### src/rtl/mem_arbiter_if.sv
// ============================================================================
// mem_arbiter_if : fetch, data and memory-side signals of the memory arbiter
// Revision       : 1.0
// ============================================================================
`default_nettype none

interface mem_arbiter_if;
  logic        if_req_i;
  logic [15:0] if_addr_i;
  logic [15:0] if_rdata_o;
  logic        if_done_o;
  logic        if_stall_o;

  logic        dm_req_i;
  logic        dm_wr_i;
  logic [15:0] dm_addr_i;
  logic [15:0] dm_wdata_i;
  logic [15:0] dm_rdata_o;
  logic        dm_done_o;
  logic        dm_stall_o;

  logic        mem_en_o;
  logic        mem_wr_o;
  logic [15:0] mem_addr_o;
  logic [15:0] mem_wdata_o;
  logic [15:0] mem_rdata_i;
  logic        mem_done_i;
  logic        err_o;

  modport slave (
    input  if_req_i, if_addr_i,
    output if_rdata_o, if_done_o, if_stall_o,
    input  dm_req_i, dm_wr_i, dm_addr_i, dm_wdata_i,
    output dm_rdata_o, dm_done_o, dm_stall_o,
    output mem_en_o, mem_wr_o, mem_addr_o, mem_wdata_o,
    input  mem_rdata_i, mem_done_i,
    output err_o
  );

  modport master (
    output if_req_i, if_addr_i,
    input  if_rdata_o, if_done_o, if_stall_o,
    output dm_req_i, dm_wr_i, dm_addr_i, dm_wdata_i,
    input  dm_rdata_o, dm_done_o, dm_stall_o,
    input  mem_en_o, mem_wr_o, mem_addr_o, mem_wdata_o,
    output mem_rdata_i, mem_done_i,
    input  err_o
  );
endinterface

`default_nettype wire

### src/rtl/mem_arbiter.sv
// ============================================================================
// mem_arbiter : alternating fetch/data arbiter for a single-ported memory
// Revision    : 1.0
// ============================================================================
`default_nettype none

module mem_arbiter #(
  parameter int MAX_WAIT = 15
) (
  input  wire logic     clk,
  input  wire logic     rst,
  mem_arbiter_if.slave  bus
);

  localparam logic [1:0] c_IDLE    = 2'd0;
  localparam logic [1:0] c_DM_WAIT = 2'd1;
  localparam logic [1:0] c_IF_WAIT = 2'd2;
  localparam logic [1:0] c_ERR     = 2'd3;
  localparam logic       c_FETCH   = 1'b0;
  localparam logic       c_DATA    = 1'b1;
  localparam logic [7:0] c_WAIT_LIMIT = 8'(MAX_WAIT - 1);

  logic [1:0]  state_q, state_d;
  logic        last_grant_q, last_grant_d;
  logic [7:0]  wait_cnt_q, wait_cnt_d;
  logic        mem_en_q, mem_en_d;
  logic        mem_wr_q, mem_wr_d;
  logic [15:0] mem_addr_q, mem_addr_d;
  logic [15:0] mem_wdata_q, mem_wdata_d;
  logic        if_done_q, if_done_d;
  logic        dm_done_q, dm_done_d;
  logic [15:0] if_rdata_q, if_rdata_d;
  logic [15:0] dm_rdata_q, dm_rdata_d;
  logic        err_q, err_d;

  logic w_if_elig, w_dm_elig, w_grant_if, w_grant_dm;

  // A requester in its done cycle still shows req=1; mask it so it cannot re-win.
  assign w_if_elig  = bus.if_req_i & ~if_done_q;
  assign w_dm_elig  = bus.dm_req_i & ~dm_done_q;
  assign w_grant_dm = (state_q == c_IDLE) & w_dm_elig & (~w_if_elig | (last_grant_q == c_FETCH));
  assign w_grant_if = (state_q == c_IDLE) & w_if_elig & (~w_dm_elig | (last_grant_q == c_DATA));

  always_ff @(posedge clk or posedge rst) begin
    if (rst) begin
      state_q <= c_IDLE;
    end else begin
      state_q <= state_d;
    end
  end

  always_comb begin
    state_d = state_q;
    case (state_q)
      c_IDLE: begin
        if (w_grant_dm)      state_d = c_DM_WAIT;
        else if (w_grant_if) state_d = c_IF_WAIT;
      end
      c_DM_WAIT, c_IF_WAIT: begin
        if (bus.mem_done_i)                 state_d = c_IDLE;
        else if (wait_cnt_q == c_WAIT_LIMIT) state_d = c_ERR;
      end
      c_ERR:   state_d = c_ERR;
      default: state_d = c_IDLE;
    endcase
  end

  always_comb begin
    last_grant_d = last_grant_q;
    wait_cnt_d   = wait_cnt_q;
    mem_en_d     = 1'b0;
    mem_wr_d     = mem_wr_q;
    mem_addr_d   = mem_addr_q;
    mem_wdata_d  = mem_wdata_q;
    if_done_d    = 1'b0;
    dm_done_d    = 1'b0;
    if_rdata_d   = if_rdata_q;
    dm_rdata_d   = dm_rdata_q;
    err_d        = (state_d == c_ERR);
    case (state_q)
      c_IDLE: begin
        wait_cnt_d = 8'd0;
        if (w_grant_dm) begin
          mem_en_d     = 1'b1;
          mem_wr_d     = bus.dm_wr_i;
          mem_addr_d   = bus.dm_addr_i;
          mem_wdata_d  = bus.dm_wdata_i;
          last_grant_d = c_DATA;
        end else if (w_grant_if) begin
          mem_en_d     = 1'b1;
          mem_wr_d     = 1'b0;
          mem_addr_d   = bus.if_addr_i;
          mem_wdata_d  = bus.dm_wdata_i;
          last_grant_d = c_FETCH;
        end
      end
      c_DM_WAIT: begin
        if (bus.mem_done_i) begin
          dm_done_d  = 1'b1;
          wait_cnt_d = 8'd0;
          if (!mem_wr_q) dm_rdata_d = bus.mem_rdata_i;
        end else begin
          wait_cnt_d = wait_cnt_q + 8'd1;
        end
      end
      c_IF_WAIT: begin
        if (bus.mem_done_i) begin
          if_done_d  = 1'b1;
          wait_cnt_d = 8'd0;
          if_rdata_d = bus.mem_rdata_i;
        end else begin
          wait_cnt_d = wait_cnt_q + 8'd1;
        end
      end
      default: ;
    endcase
  end

  always_ff @(posedge clk or posedge rst) begin
    if (rst) begin
      last_grant_q <= c_FETCH;
      wait_cnt_q   <= 8'd0;
      mem_en_q     <= 1'b0;
      mem_wr_q     <= 1'b0;
      mem_addr_q   <= 16'h0000;
      mem_wdata_q  <= 16'h0000;
      if_done_q    <= 1'b0;
      dm_done_q    <= 1'b0;
      if_rdata_q   <= 16'h0000;
      dm_rdata_q   <= 16'h0000;
      err_q        <= 1'b0;
    end else begin
      last_grant_q <= last_grant_d;
      wait_cnt_q   <= wait_cnt_d;
      mem_en_q     <= mem_en_d;
      mem_wr_q     <= mem_wr_d;
      mem_addr_q   <= mem_addr_d;
      mem_wdata_q  <= mem_wdata_d;
      if_done_q    <= if_done_d;
      dm_done_q    <= dm_done_d;
      if_rdata_q   <= if_rdata_d;
      dm_rdata_q   <= dm_rdata_d;
      err_q        <= err_d;
    end
  end

  assign bus.mem_en_o    = mem_en_q;
  assign bus.mem_wr_o    = mem_wr_q;
  assign bus.mem_addr_o  = mem_addr_q;
  assign bus.mem_wdata_o = mem_wdata_q;
  assign bus.if_done_o   = if_done_q;
  assign bus.dm_done_o   = dm_done_q;
  assign bus.if_rdata_o  = if_rdata_q;
  assign bus.dm_rdata_o  = dm_rdata_q;
  assign bus.err_o       = err_q;
  assign bus.if_stall_o  = (bus.if_req_i & ~if_done_q) | err_q;
  assign bus.dm_stall_o  = (bus.dm_req_i & ~dm_done_q) | err_q;

endmodule

`default_nettype wire

### src/flat_wrapper.sv
// flat-port wrapper written by rule: the top's interface ports become plain ports
module mem_arbiter_flat 
#(
  parameter int MAX_WAIT = 15
)
  (clk, rst, bus_if_req_i, bus_if_addr_i, bus_if_rdata_o, bus_if_done_o, bus_if_stall_o, bus_dm_req_i, bus_dm_wr_i, bus_dm_addr_i, bus_dm_wdata_i, bus_dm_rdata_o, bus_dm_done_o, bus_dm_stall_o, bus_mem_en_o, bus_mem_wr_o, bus_mem_addr_o, bus_mem_wdata_o, bus_mem_rdata_i, bus_mem_done_i, bus_err_o);
  mem_arbiter_if bus_i ();
  input  wire logic clk;
  input  wire logic rst;
  input wire logic [$bits(bus_i.if_req_i)-1:0] bus_if_req_i;
  input wire logic [$bits(bus_i.if_addr_i)-1:0] bus_if_addr_i;
  output wire logic [$bits(bus_i.if_rdata_o)-1:0] bus_if_rdata_o;
  output wire logic [$bits(bus_i.if_done_o)-1:0] bus_if_done_o;
  output wire logic [$bits(bus_i.if_stall_o)-1:0] bus_if_stall_o;
  input wire logic [$bits(bus_i.dm_req_i)-1:0] bus_dm_req_i;
  input wire logic [$bits(bus_i.dm_wr_i)-1:0] bus_dm_wr_i;
  input wire logic [$bits(bus_i.dm_addr_i)-1:0] bus_dm_addr_i;
  input wire logic [$bits(bus_i.dm_wdata_i)-1:0] bus_dm_wdata_i;
  output wire logic [$bits(bus_i.dm_rdata_o)-1:0] bus_dm_rdata_o;
  output wire logic [$bits(bus_i.dm_done_o)-1:0] bus_dm_done_o;
  output wire logic [$bits(bus_i.dm_stall_o)-1:0] bus_dm_stall_o;
  output wire logic [$bits(bus_i.mem_en_o)-1:0] bus_mem_en_o;
  output wire logic [$bits(bus_i.mem_wr_o)-1:0] bus_mem_wr_o;
  output wire logic [$bits(bus_i.mem_addr_o)-1:0] bus_mem_addr_o;
  output wire logic [$bits(bus_i.mem_wdata_o)-1:0] bus_mem_wdata_o;
  input wire logic [$bits(bus_i.mem_rdata_i)-1:0] bus_mem_rdata_i;
  input wire logic [$bits(bus_i.mem_done_i)-1:0] bus_mem_done_i;
  output wire logic [$bits(bus_i.err_o)-1:0] bus_err_o;
  assign bus_i.if_req_i = bus_if_req_i;
  assign bus_i.if_addr_i = bus_if_addr_i;
  assign bus_if_rdata_o = bus_i.if_rdata_o;
  assign bus_if_done_o = bus_i.if_done_o;
  assign bus_if_stall_o = bus_i.if_stall_o;
  assign bus_i.dm_req_i = bus_dm_req_i;
  assign bus_i.dm_wr_i = bus_dm_wr_i;
  assign bus_i.dm_addr_i = bus_dm_addr_i;
  assign bus_i.dm_wdata_i = bus_dm_wdata_i;
  assign bus_dm_rdata_o = bus_i.dm_rdata_o;
  assign bus_dm_done_o = bus_i.dm_done_o;
  assign bus_dm_stall_o = bus_i.dm_stall_o;
  assign bus_mem_en_o = bus_i.mem_en_o;
  assign bus_mem_wr_o = bus_i.mem_wr_o;
  assign bus_mem_addr_o = bus_i.mem_addr_o;
  assign bus_mem_wdata_o = bus_i.mem_wdata_o;
  assign bus_i.mem_rdata_i = bus_mem_rdata_i;
  assign bus_i.mem_done_i = bus_mem_done_i;
  assign bus_err_o = bus_i.err_o;
  mem_arbiter #(.MAX_WAIT(MAX_WAIT)) u_core (.clk(clk), .rst(rst), .bus(bus_i));
endmodule
### config.mk
export PLATFORM = sky130hd
export DESIGN_NAME = mem_arbiter_flat
export DESIGN_NICKNAME = d
export VERILOG_FILES = /design/src/rtl/mem_arbiter_if.sv /design/src/rtl/mem_arbiter.sv /design/src/flat_wrapper.sv
export SDC_FILE = /design/constraint.sdc
export NUM_CORES = 1
export LEC_CHECK = 0
export ABC_CLOCK_PERIOD_IN_PS = 3100
export CORE_MARGIN = 2
export CORE_UTILIZATION = 43
export CTS_CLUSTER_DIAMETER = 50
export CTS_CLUSTER_SIZE = 28
export DETAILED_ROUTE_END_ITERATION = 10
export PLACE_DENSITY = 0.83
export REMOVE_ABC_BUFFERS = 1
export SLEW_MARGIN = 20
export SYNTH_ARGS = -nofsm -noshare
export SYNTH_HDL_FRONTEND = slang
export SYNTH_SLANG_ARGS = --single-unit
export TNS_END_PERCENT = 10
### constraint.sdc
create_clock -name clk -period 3.1 [get_ports clk]
set_input_delay 0.31 -clock clk [delete_from_list [all_inputs] [get_ports clk]]
set_output_delay 0.31 -clock clk [all_outputs]
set_load 0.01 [all_outputs]
==> metrics.txt <==
setup violators final 0; antenna fix cells 0; Syn Std Cell Area 3410 sq um; Max Fclk 0.507 GHz; Final #Nets 483; antenna violations before repair 0; reg2reg path depth 5; Synth cell types 38; I/O Buffers 140; slowest cell on the critical path nand2b_1; Clock transition at path regs 0.08 ns; CTS buffer count 9; share of post-route cells with drive strength above 1 0.178; Synth area leaders dfrtp_1 59%, mux2_2 16%, mux2i_1 5.0%; Hold Buf Count CTS 0; Synth Register Bits 80; Final min period 1.97 ns; Slew @ Worst Pin 0.818 ns; initial DRC count 87; critical path depth 5; yosys synthesis warning count 0; pin count of the biggest net entering global routing 52; Hold Crit Class primary input to asynchronous set/reset pin; Via-to-Cell Ratio 4.85; Top FF cell, synth dfrtp_1; critical-path cell list inv_1 > ha_1 > and2_1 > nand2b_1 > mux2_2; Max Root-Sink Buffers 2; most common cell after layout, fill and taps aside clkdlybuf4s50_1; Antenna Violating Nets Remaining 0; Congestion Overflow GR 0; DRT Pass-1 Iters 4; post-cts resize count 0; gr usage total 0.189; crit path kind register to register; DRC errors left 0; RD Place Congestion 0.773; RSZ-0062 raised after global routing no; Seq/Total Area, Yosys 0.587; most frequent cells in the layout 140 x clkdlybuf4s50_1, 80 x dfrtp_1, 48 x mux2_2; final wirelength 7860 um; Core Util, Final 0.664; Worst Skew 0.00885 ns; leakage power 2.17 nW; Register Area 2000 sq um; final hold vios 0; cell at the root of the clock tree clkbuf_8; worst path arrival time 2.19 ns; HPWL after DPL 5950 um; routed length per instance 15.3 um; Pins Over Slew Limit 0; postcts setup bufs 0; Core Box Area 7730 sq um; multi-input logic area 1320 sq um; die area 8660 sq um; CP required 3.32 ns; Die W 93.1 um; relative slew slack 0.453; H-tree depth 3; I/O pins 141; first-pass GRT wire length 13000 um; max cap viols 0; EDFF count, synth 0; Critical Path End Type register; Starting Density 0.442; cell taking the most area after synthesis dfrtp_1; height of the die 93.1 um; VDD IR-drop max 500 uV; Post-synth ARST share 1.00; Synth top area share 0.587; part of the cycle the worst path needs 0.636; Vias 2490; Syn Area/Cell 13.0 sq um; number of global-route vias before repair 2708; maximum fanout along the worst path 16; PwrDens 958 nW/um^2; Bufs and invs on worst path 1; Clock Sinks 80; # rows 32; TritonCTS clock tree yes; Worst path top cell family by delay simple AND/OR/NAND/NOR gates; outcome complete, no violations; Skew-Pair Late Insertion Delay 0.34 ns; Post-Syn Instances 262; FILL cells 580; setup total negative slack 0 ns; Synth-to-Final Area Change 50.4%; CP max stage delay 0.55 ns; Worst setup SP type register
-- synthesized netlist by cell type, types with 2 or more instances --
library cell	count
buf_4	2
nor3_1	2
ha_1	7
nor2_1	6
xnor2_1	2
o21ai_0	14
a21o_1	2
a21oi_1	3
mux2_2	48
o21ai_1	8
nand2b_1	7
buf_2	3
dfrtp_1	80
and2_1	3
o31ai_1	3
mux2i_1	17
clkbuf_1	4
nor2b_1	2
inv_1	6
nand3_1	2
nand2_1	24
-- report_power, final --
part	internal [W]	switching [W]	total (W)	leakage, nW
registers	0.00152	0.000271	0.00179	0.980
clock network	0.000480	0.000371	0.000850	0.107
logic	0.00135	0.000930	0.00228	1.09
total	0.00335	0.00157	0.00492	2.17
-- routing by layer --
metal / global-route usage / part of all wire
met5: 0 / 0
met4: 0.0748 / 0.020
met3: 0.0548 / 0.065
met2: 0.324 / 0.51
met1: 0.225 / 0.40
-- worst paths after layout --
path	from	to	slack (ns)
max	u_core.state_q[1]$_DFF_PP0_	u_core.bus.dm_rdata_o[5]$_DFFE_PP0P_	1.13
min	rst	u_core.bus.mem_wdata_o[0]$_DFFE_PP0P_	0.23
max reg2reg	u_core.state_q[1]$_DFF_PP0_	u_core.bus.dm_rdata_o[5]$_DFFE_PP0P_	1.13
min reg2reg	u_core.bus.mem_addr_o[13]$_DFFE_PP0P_	u_core.bus.mem_addr_o[13]$_DFFE_PP0P_	0.48
max in group asynchronous	rst	u_core.bus.dm_rdata_o[9]$_DFFE_PP0P_	2.15
min in group clk	u_core.bus.mem_addr_o[13]$_DFFE_PP0P_	u_core.bus.mem_addr_o[13]$_DFFE_PP0P_	0.48
-- area by class of cell --
type / count / area share
Sequential cell: 80 / 0.390
Timing Repair Buffer: 144 / 0.279
Multi-Input combinational cell: 164 / 0.258
Clock buffer: 12 / 0.0283
Tap cell: 102 / 0.0249
Clock inverter: 4 / 0.0149
Inverter: 7 / 0.00536
-- cells by family (layout without fill, tap and decap cells) --
logic type / Yosys count / in the layout / share of synthesized area
AND/OR/NAND/NOR: 53 / 53 / 0.0785
AO/OA/AOI/OAI: 37 / 37 / 0.0656
multiplexers: 65 / 65 / 0.208
XOR/XNOR: 2 / 2 / 0.00513
adder cells (fa/ha/maj): 7 / 7 / 0.0257
buffers and inverters: 18 / 167 / 0.0301
flip-flops: 80 / 80 / 0.587
-- sequential cells by signal, indices dropped and copies added (netlist names), 2 cells and up --
register / count
u_core.bus.dm_rdata_o: 16
u_core.state_q: 2
u_core.bus.mem_wdata_o: 16
u_core.wait_cnt_q: 8
u_core.bus.if_rdata_o: 16
u_core.bus.mem_addr_o: 16
-- through the flow --
step | hold slack [ns] | cells | worst slack (ns) | instance area, sq um | power [W]
floorplan | 0.443 | 251 | 0.738 | 3340 | 0.00283
global placement | 0.463 | 497 | 1.01 | 4910 | 0.00402
detailed placement | 0.470 | 497 | 1.01 | 4910 | 0.00411
CTS | 0.235 | 513 | 1.10 | 5130 | 0.00497
global route | 0.263 | 513 | 0.979 | 5130 | 0.00522
finish | 0.230 | 513 | 1.13 | 5130 | 0.00492
Power figures use the tool's default switching activity.
==> RTL change, RTL diff (same flow settings) <==
`MAX_WAIT` is set to 15 in 2 places; all go to 7.
--- a/src/rtl/mem_arbiter.sv
+++ b/src/rtl/mem_arbiter.sv
@@ -5,7 +5,7 @@
 `default_nettype none
 
 module mem_arbiter #(
-  parameter int MAX_WAIT = 15
+  parameter int MAX_WAIT = 7
 ) (
   input  wire logic     clk,
   input  wire logic     rst,
--- a/src/flat_wrapper.sv
+++ b/src/flat_wrapper.sv
@@ -1,7 +1,7 @@
 // flat-port wrapper written by rule: the top's interface ports become plain ports
 module mem_arbiter_flat 
 #(
-  parameter int MAX_WAIT = 15
+  parameter int MAX_WAIT = 7
 )
   (clk, rst, bus_if_req_i, bus_if_addr_i, bus_if_rdata_o, bus_if_done_o, bus_if_stall_o, bus_dm_req_i, bus_dm_wr_i, bus_dm_addr_i, bus_dm_wdata_i, bus_dm_rdata_o, bus_dm_done_o, bus_dm_stall_o, bus_mem_en_o, bus_mem_wr_o, bus_mem_addr_o, bus_mem_wdata_o, bus_mem_rdata_i, bus_mem_done_i, bus_err_o);
   mem_arbiter_if bus_i ();
Behaviour: not the same (a bounded check fails within 10 cycles, from zero or initial values and one cycle with rst high).
==> RTL change against the original RTL <==
First-iteration DRC count is 130% higher. Die area is 0.28% higher. Clock power is 1% lower. Via count is 2.1% higher. Setup slack worse by 0.019 ns. Synthesized area is 0.29% higher. Critical path type unchanged. Global-route usage is 0.53 points higher. Total power hardly changed. Wire length is 1.4% higher. Sequential share of layout area is 0.095 points lower. Sequential cell count stayed put. Utilization is 0.16 points higher. Critical endpoint is now u_core.bus.dm_rdata_o[8]$_DFFE_PP0P_. Cell area is 0.24% higher.
==> RTL change: results (changes against the original RTL) <==
| Metric | Value |
|---|---|
| Share of cells above drive strength 1 | `0.188 (+0.0102)` |
| Fill count | `585 (+0.86%)` |
| TritonCTS Buffers | `9 (unchanged)` |
| Final Wtd Congestion | `0.754 (-2.5%)` |
| Sw Share | `0.325 (+0.00489)` |
| Max IR drop VDD | `0.488 mV (-2.3%)` |
| Leak pwr | `2.19 nW (+0.78%)` |
| Placement Setup Slack | `1.03 ns (+0.0133 ns)` |
| DP Area | `4930 sq um (+0.31%)` |
| Skew final | `0.00792 ns (-0.000924 ns)` |
| Crit path from | `u_core.state_q[1]$_DFF_PP0_` |
| H-tree depth | `3 (unchanged)` |
| Seq/Total Area, Yosys | `0.585 (-0.00172)` |
| Reg clk slew, reported paths | `0.08 ns (about the same)` |
| Vias in the first global route | `2763 (+2.0%)` |
| First-pass GRT wire length | `13.2 mm (+1.5%)` |
| Worst-Skew Late Latency | `0.35 ns` |
| CTS max path bufs | `2 (unchanged)` |
| Post-synthesis xor/xnor area fraction | `0 (-0.00513)` |
| Synth Area in Adders | `0.0256 (-0.0000751)` |
| Tot GR Track Use | `0.195 (+0.00528)` |
| Pin count of the biggest net entering global routing | `52 (unchanged)` |
| Top post-synthesis cells by count | `dfrtp_1, mux2_2, nand2_1, mux2i_1, o21ai_0` |
| Syn. warnings | `0 (unchanged)` |
| Net count of the finished layout | `482 (-0.21%)` |
| Reg2Reg Depth | `5 (unchanged)` |
| IO Port Bufs | `140 (unchanged)` |
| Status | `completed` |
| Type of the most critical hold path | `in -> async` |
| Top area cells in the synthesized netlist | `dfrtp_1, mux2_2, mux2i_1, nand2_1, ha_1` |
| Slew HR | `0.453 (-0.000493)` |
| Post-CTS setup buffers | `0 (unchanged)` |
| Resized Gates After CTS | `0 (unchanged)` |
| Drt first pass iters | `4 (unchanged)` |
| DRT iter0 DRCs | `200 (+130%)` |
| Synth async-reset ratio | `1.00 (unchanged)` |
| Multiplexer area fraction after synthesis | `0.208 (-0.000609)` |
| Critical path peak fanout | `16 (unchanged)` |
| Initial antenna violation count | `0 (unchanged)` |
| Routed vias | `2542 (+2.1%)` |
| Compound-Gate Fraction of Synth Area | `0.0742 (+0.00858)` |
| Ant. Diodes | `0 (unchanged)` |
| Root Driver | `clkbuf_8` |
| HPWL Detailed | `5.81 mm (-2.4%)` |
| Commonest register cell after synthesis | `dfrtp_1` |
| Unique masters post-synth | `38 (unchanged)` |
| Wire per inst | `15.6 um (+1.6%)` |
## RTL change: changes by cell type in the layout (fill, tap and decap cells not counted), moves of 2 or more
cell      before  now
o21ai_0       14   17
buf_4          4    2
clkbuf_1       2    0
clkinv_2       1    3
nand2b_1       7    5
nor2_1         6    4
xnor2_1        2    0
## RTL change: cell families (layout without fill, tap and decap cells)
logic type | count (synthesis) | count (layout)
muxes | 65 | 65
AOI/OAI and AO/OA | 41 | 41
buffers and inverters | 18 | 166
DFF | 80 | 80
adders and majority gates | 7 | 7
and+or+nand+nor | 51 | 51
## RTL change: path summary, 6_finish.rpt
path                                                         end  slack, ns
max in group asynchronous  u_core.bus.mem_addr_o[12]$_DFFE_PP0P_       2.02
hold / removal             u_core.bus.mem_wdata_o[9]$_DFFE_PP0P_       0.43
setup / recovery            u_core.bus.dm_rdata_o[8]$_DFFE_PP0P_       1.11
setup reg to reg            u_core.bus.dm_rdata_o[8]$_DFFE_PP0P_       1.11
min in group clk           u_core.bus.mem_addr_o[15]$_DFFE_PP0P_       0.48
hold reg to reg            u_core.bus.mem_addr_o[15]$_DFFE_PP0P_       0.48
## RTL change: worst max-delay path: stages, from the launching register on
cell,delay [ns]
dfrtp_1,0.45
inv_1,0.09
ha_1,0.17
and2_1,0.16
nand2b_1,0.57
mux2_2,0.41
## RTL change: through the flow
step	cells	util
after detailed placement	496	0.637
after global routing	512	0.666
after CTS	512	0.666
final	512	0.666
after floorplan	251	-
after global placement	496	0.637
## RTL change: cell type report
type	instances	area, sq um	share of cell area
sequential	80	2000	0.389
timing repair buffer	143	1440	0.279
multi-input combinational	164	1330	0.259
tap	102	128	0.0248
clock buffer	9	124	0.0241
clock inverter	7	95.1	0.0185
inverter	7	27.5	0.00535
## RTL change: power by group through the flow
stage          registers (mW)  logic [mW]  clock network (mW)
2_1_floorplan            1.98       0.852                   0
3_3_place_gp             1.77        2.26                   0
3_5_place_dp             1.80        2.31                   0
4_1_cts                  1.78        2.33               0.859
5_1_grt                  1.84        2.47               0.891
6_report                 1.78        2.30               0.838
## RTL change: routing by layer
metal | GRT usage | up-vias | part of all wire
met5 | 0 | - | 0
met4 | 0.0772 | 0 | 0.020
met3 | 0.0637 | 16 | 0.069
met2 | 0.336 | 74 | 0.51
met1 | 0.224 | 1258 | 0.40
li1 | - | 1194 | -
